===== src/rtl/adder_i4_o3_err_monitor.sv =====
// adder_i4_o3_err_monitor
// Sweeps all 16 input vectors of a 2-bit + 2-bit approximate adder and compares
// each 3-bit result with the exact sum. It accumulates the maximum absolute
// error, the count of erroneous vectors, the sum of absolute errors, and the
// first vector whose error exceeds ET.
// Parameters:
//   ET                 error threshold; a vector violates when |exact-approx| > ET
//   STOP_ON_VIOLATION  1 = end the sweep at the first violating vector
// Ports:
//   clk, rst        clock; asynchronous active-high reset
//   start           begin a sweep (sampled only in IDLE or DONE)
//   dut_in[3:0]     vector applied to the approximate adder (a = [1:0], b = [3:2])
//   dut_out[2:0]    approximate result from the adder
//   busy, done      sweep in progress / results valid
//   max_err, err_count, sum_err, violation, first_fail_vec   registered metrics
module adder_i4_o3_err_monitor #(
  parameter int unsigned ET                = 1,
  parameter bit          STOP_ON_VIOLATION = 1'b0
) (
  input  logic       clk,
  input  logic       rst,
  input  logic       start,
  output logic [3:0] dut_in,
  input  logic [2:0] dut_out,
  output logic       busy,
  output logic       done,
  output logic [2:0] max_err,
  output logic [4:0] err_count,
  output logic [6:0] sum_err,
  output logic       violation,
  output logic [3:0] first_fail_vec
);

  typedef enum logic [1:0] {IDLE, SETTLE, CHECK, DONE} state_t;

  localparam logic [2:0] ET3 = ET[2:0];

  state_t     state;
  logic [3:0] vec;
  logic [2:0] exact;
  logic [3:0] diff;
  logic [3:0] neg_diff;
  logic [2:0] err;
  logic       over;

  // vec is 0 in IDLE and holds the last applied vector in DONE
  assign dut_in = vec;

  always_comb begin
    exact    = {1'b0, vec[1:0]} + {1'b0, vec[3:2]};
    diff     = {1'b0, exact} - {1'b0, dut_out};
    neg_diff = 4'd0 - diff;
    err      = diff[3] ? neg_diff[2:0] : diff[2:0];
    over     = (err > ET3);
  end

  always_ff @(posedge clk or posedge rst) begin
    if (rst) begin
      state          <= IDLE;
      vec            <= '0;
      busy           <= 1'b0;
      done           <= 1'b0;
      max_err        <= '0;
      err_count      <= '0;
      sum_err        <= '0;
      violation      <= 1'b0;
      first_fail_vec <= '0;
    end else begin
      case (state)
        IDLE, DONE: begin
          if (start) begin
            state          <= SETTLE;
            vec            <= '0;
            busy           <= 1'b1;
            done           <= 1'b0;
            max_err        <= '0;
            err_count      <= '0;
            sum_err        <= '0;
            violation      <= 1'b0;
            first_fail_vec <= '0;
          end
        end
        SETTLE: state <= CHECK;
        CHECK: begin
          if (err > max_err) max_err <= err;
          err_count <= err_count + {4'd0, (err != 3'd0)};
          sum_err   <= sum_err + {4'd0, err};
          if (over && !violation) begin
            violation      <= 1'b1;
            first_fail_vec <= vec;
          end
          if (vec == 4'hF || (STOP_ON_VIOLATION && over)) begin
            state <= DONE;
            busy  <= 1'b0;
            done  <= 1'b1;
          end else begin
            vec   <= vec + 4'd1;
            state <= SETTLE;
          end
        end
        default: state <= IDLE;
      endcase
    end
  end

endmodule


===== config.mk =====
export PLATFORM = sky130hd
export DESIGN_NAME = adder_i4_o3_err_monitor
export DESIGN_NICKNAME = d
export VERILOG_FILES = /design/src/rtl/adder_i4_o3_err_monitor.sv
export SDC_FILE = /design/constraint.sdc
export NUM_CORES = 1
export LEC_CHECK = 0
export CORE_UTILIZATION = 35
export DETAILED_ROUTE_END_ITERATION = 7
export SYNTH_ARGS = -nofsm -noshare
export SYNTH_HDL_FRONTEND = slang
export SYNTH_SLANG_ARGS = --single-unit

===== constraint.sdc =====
create_clock -name clk -period 4.9 [get_ports clk]
set_input_delay 1.225 -clock clk [delete_from_list [all_inputs] [get_ports clk]]
set_output_delay 1.225 -clock clk [all_outputs]
set_load 0.1 [all_outputs]

Word-level counts from Yosys, hierarchy flattened
Cells that the tools add are included.
- bits in registers: 28
- logic and storage cells: 61
- input bits: 6
- eq/ne operators: 9
- magnitude comparators: 2
- mux-type cells: 24
- reduce and logical (&&, ||, !) cells: 11
- add/sub/neg operators: 6
- operator list (operator ; count):
    one-hot mux 4 bit (2 select lines) ; 2
    one-hot mux 7 bit (2 select lines) ; 1
    two-way mux 4 bit ; 3
    AND reduction 3 bit ; 4
    != test 2 bit (second input constant) ; 5
    one-hot mux 5 bit (2 select lines) ; 1
    two-way mux 3 bit ; 3
    adder 7 x 3 -> 7 bit ; 1
    two-way mux 7 bit ; 1
    one-hot mux 1 bit (2 select lines) ; 3
    one-hot mux 2 bit (3 select lines) ; 1
    one-hot mux 3 bit (2 select lines) ; 1
    adder 5 x 1 -> 5 bit ; 1
    two-way mux 1 bit ; 5
    two-way mux 5 bit ; 1
    adder 4 x 1 -> 4 bit (second input constant) ; 1
    equality test 2 bit (second input constant) ; 2
    equality test 4 bit (second input constant) ; 1
    two-way mux 2 bit ; 2
    subtractor 3 x 3 -> 4 bit ; 1
    adder 2 x 2 -> 3 bit ; 1
    greater-than comparator 3 x 1 -> 1 bit (second input constant) ; 1
    greater-than comparator 3 bit ; 1
    nonzero test 3 bit ; 1
    other kinds (8) ; 8

Depth between registers and ports, before layout
- word-level depth: 8
- mapped depth: 16
- mapped depth without buffers: 15

Worst setup path after synthesis
Ideal clock, no wire load.
- kind: flip-flop to flip-flop
- from: register vec[1], in the netlist dut_in[1]
- to: register sum_err[3]
- cell stages (with the launch flop): 16
- data required time: 4.765 ns
- path buffers: 1
- period minus slack after synthesis: 4.194 ns
- path slack: 0.706 ns
- arrival time: 4.059 ns
- path through: dfrtp_1 inv_1 fa_1 inv_1 ha_1 a211oi_1 or2_1 buf_6 nor2b_1 xnor2_1 ha_1 or2_2 a221oi_1 nor3_1 xnor2_1 nor2_1
- longest elaborated chain between the ends: 6
- RTL lines (element ; line ; source):
    from (decl) ; 39 ; logic [3:0] vec;
    from (signal assigned) ; 97 ; vec <= vec + 4'd1;
    adder 2 x 2 -> 3 bit (*) ; 50 ; exact = {1'b0, vec[1:0]} + {1'b0, vec[3:2]};
    subtractor 3 x 3 -> 4 bit (*) ; 51 ; diff = {1'b0, exact} - {1'b0, dut_out};
    subtractor 1 x 3 -> 3 bit ; 52 ; neg_diff = 4'd0 - diff;
    two-way mux 3 bit (*) ; 53 ; err = diff[3] ? neg_diff[2:0] : diff[2:0];
    adder 7 x 3 -> 7 bit (*) ; 87 ; sum_err <= sum_err + {4'd0, err};
    one-hot mux 7 bit (2 select lines) (*) ; 69 ; case (state)
    to (signal assigned) ; 87 ;
    to (decl) ; 29 ; output logic [6:0] sum_err,
Every way passes the cells marked *; elsewhere a longest branch is shown, timed or not.
A chain may end at the register's enable or synchronous reset.

Worst setup path after layout
- from: input dut_out[1]
- to: register sum_err[3]
- longest elaborated chain between the ends: 5
- RTL lines (element ; line ; source):
    from (decl) ; 24 ; input logic [2:0] dut_out,
    subtractor 3 x 3 -> 4 bit (*) ; 51 ;
    subtractor 1 x 3 -> 3 bit ; 52 ;
    two-way mux 3 bit (*) ; 53 ;
    adder 7 x 3 -> 7 bit (*) ; 87 ;
    one-hot mux 7 bit (2 select lines) (*) ; 69 ;
Marks and branches as above.

==> impl_metrics.ini <==
[synthesis]
synth_cells = 195
postSynthAreaPerCell_um2 = 9.45
synth_cell_types = 44
synth_top_family_by_area = compound AO/OA/AOI/OAI gates
synth_ff_type = dfrtp_1
yosys_warnings = 0
synth_fa_ha_area_share_pct = 13.0
yosysSeqAreaShare_pct = 38.0
synth-async-reset-ratio_pct = 100
synth-xor-area-share_pct = 6.59
synth_edf_count = 0
yosysTopAreaCellShare_pct = 38.0
synth_seq_cells = 28
yosys.area.top_type = dfrtp_1
syn-cell-area_um2 = 1840
synth-simple-area-share_pct = 16.6
synth_compound_area_share_pct = 17.8
synth_area_leaders = dfrtp_1, ha_1, inv_1
syn_nets = 219
muxShareOfSynthArea_pct = 2.17

[detailed_routing]
vias = 1472
antenna_left = 0
drt-initial-drc-count = 57
post_drt_via_cell_ratio = 4.96
routedWlPerCell_um = 13.8
firstDrtPassIters = 4
drcViolationCount = 0
finalWirelength_mm = 4.11

[clock_tree]
cts_made_buffers = 3
post_cts.repair.setup_buffers = 0
cts.sinks = 28
cts_tree = done
clk_path_buf_depth = 2
cts.clk_slew.worst_paths_ns = 0.10
htree_levels = 1
clockRootBuffer = clkbuf_8
hold_buffers = 0
post_cts_resized = 0
clk_latency_ns = 0.29

[worst_setup_path]
cp-end-kind = flip-flop
required_ns = 5.05
path_cells = clkdlybuf4s50_1 > fa_1 > inv_1 > fa_1 > inv_1 > ha_1 > nor2b_1 > xnor2_1 > ha_1 > or2_2 > a221oi_1 > nor3_1 > xnor2_1 > nor2_1
critPathMaxFanout = 5
crit_buf_inv = 3
crit_family = adder cells
critPathKind = primary input to flip-flop
cp-start-kind = primary input
cp_slowest_cell = fa_1
crit_path_max_incr_delay_ns = 0.56
cp.arrival_ns = 4.66

[finish]
final_area_um2 = 2310
n_fill_cell = 539
diodes = 0
final_cells = 297
multi_input_comb_area_um2 = 1030
syn2layout_area_growth_pct = 25.1
seq_area_um2 = 701
final_nets = 252
drive_gt1_share_pct = 8.37

[global_routing]
grt_antenna_before_repair = 0
grt_pass1_wl_mm = 6.62
grt_max_degree = 23
grt_pass1_vias = 1387
grt.total_usage_pct = 16.2
overflow = 0

[die]
die_y_um = 74.6
dieArea_um2 = 5560
core-area_um2 = 5070
placementRows = 26
chipWidth_um = 74.6
io_pins = 32
initial_core_util_pct = 36.3

[job]
cap_violations = 0

[sta]
finalSetupTns_ns = 0
slew_headroom_pct = 34.0
skew_ns = 0.00530
max_freq_mhz = 222
rsz0062_at_grt = false
finalSetupViolations = 0
tightest_slew_ns = 0.986
hold_violations = 0
whs_ns = 0.526
fin_crit_sh_pct = 92.1
fin_crit_ns = 4.51
slew_viol_final = 0

[place]
dp_hpwl_mm = 3.02
postPlaceCellArea_um2 = 2230
gp_congestion = 0.823
io_buffers = 31
placedCellCount = 293

[power_and_ir_drop]
power.total_mw = 1.56
peakVddDrop_v = 0.000299
p_leak_nw = 1.03
power_density_nw_per_um2 = 677

[worst_hold_path]
min_path_type = flip-flop to flip-flop

[run_status]
status = finished clean
area by class of cell:
type / instances / area share (%)
clock inverters: 1 / 1.30
well taps: 70 / 3.80
clock buffers: 3 / 1.79
inverters: 19 / 3.09
multi-input cells: 141 / 44.9
repair buffers: 35 / 14.8
flip-flops and latches: 28 / 30.4
cells by family after synthesis:
kind of cell             Yosys count
buffers and inverters             26
AO/OA/AOI/OAI                     44
XOR/XNOR                          13
flip-flops                        28
AND/OR/NAND/NOR                   62
multiplexers                       4
adder cells (fa/ha/maj)           18
final timing paths:
path	cells past startpoint	to	from	slack (ns)
max in group asynchronous	3	max_err[1]	rst	2.99
hold / removal	2	busy	busy	0.53
min in group asynchronous	2	err_count[2]	rst	1.29
hold reg to reg	2	busy	busy	0.53
setup reg to reg	14	sum_err[3]	dut_in[3]	1.15
setup / recovery	14	sum_err[3]	dut_out[1]	0.39
sequential cells by signal, summed over array words and instances, names as in the netlist:
| register | cells |
|---|---|
| busy | 1 |
| done | 1 |
| dut_in | 4 |
| err_count | 5 |
| first_fail_vec | 4 |
| max_err | 3 |
| state | 2 |
| sum_err | 7 |
| violation | 1 |
Yosys cell counts, drive strengths merged (3+ instances only):
| cell type | count |
|---|---|
| a211oi | 3 |
| a21oi | 8 |
| a22o | 7 |
| and3 | 3 |
| buf | 3 |
| clkbuf | 4 |
| dfrtp | 28 |
| ha | 16 |
| inv | 19 |
| mux2i | 4 |
| nand2 | 18 |
| nand3 | 5 |
| nand4 | 3 |
| nor2 | 17 |
| nor3 | 4 |
| o21ai | 10 |
| o22ai | 5 |
| or2 | 4 |
| xnor2 | 8 |
| xor2 | 5 |
layer usage:
metal  up-vias  wire, µm  track usage, %  share of wire (%)
li1        742         -               -                  -
met1       696      2090            23.7                 51
met2        29      1820            24.1                 44
met3         5       141            2.44                3.4
met4         0        59            5.66                1.4
met5         -         0               0                  0
tightest hold or removal path: stages (launching register included):
cell,delay [ns]
dfrtp_1,0.36
o21ai_0,0.08
nand2_1,0.06
cell usage in the layout, fill, tap and decap left out, types with 2 or more instances in the layout:
cell	count
a211oi_1	3
a21oi_1	8
a22o_1	7
and3_1	2
buf_4	4
clkbuf_8	3
clkdlybuf4s50_1	31
dfrtp_1	28
fa_1	2
ha_1	16
inv_1	19
mux2i_1	4
nand2_1	18
nand2b_1	2
nand3_1	5
nand4_1	3
nor2_1	16
nor2b_1	2
nor3_1	4
o21ai_0	8
o21ai_1	2
o22ai_1	5
or2_2	3
xnor2_1	7
xor2_1	5
per-stage QoR:
| step | util [%] | worst slack (ns) |
|---|---|---|
| after global routing | 45.4 | 0.208 |
| after floorplan | - | 0.706 |
| after CTS | 45.4 | 0.394 |
| after global placement | 44.0 | 0.175 |
| after detailed placement | 44.0 | 0.111 |
| final | 45.4 | 0.388 |
report_power, final:
part           switching, mW  internal, mW
sequential            0.0466         0.277
combinational          0.714         0.334
clock                 0.0806         0.110
Note: power is estimated with default switching activity, not from simulation.
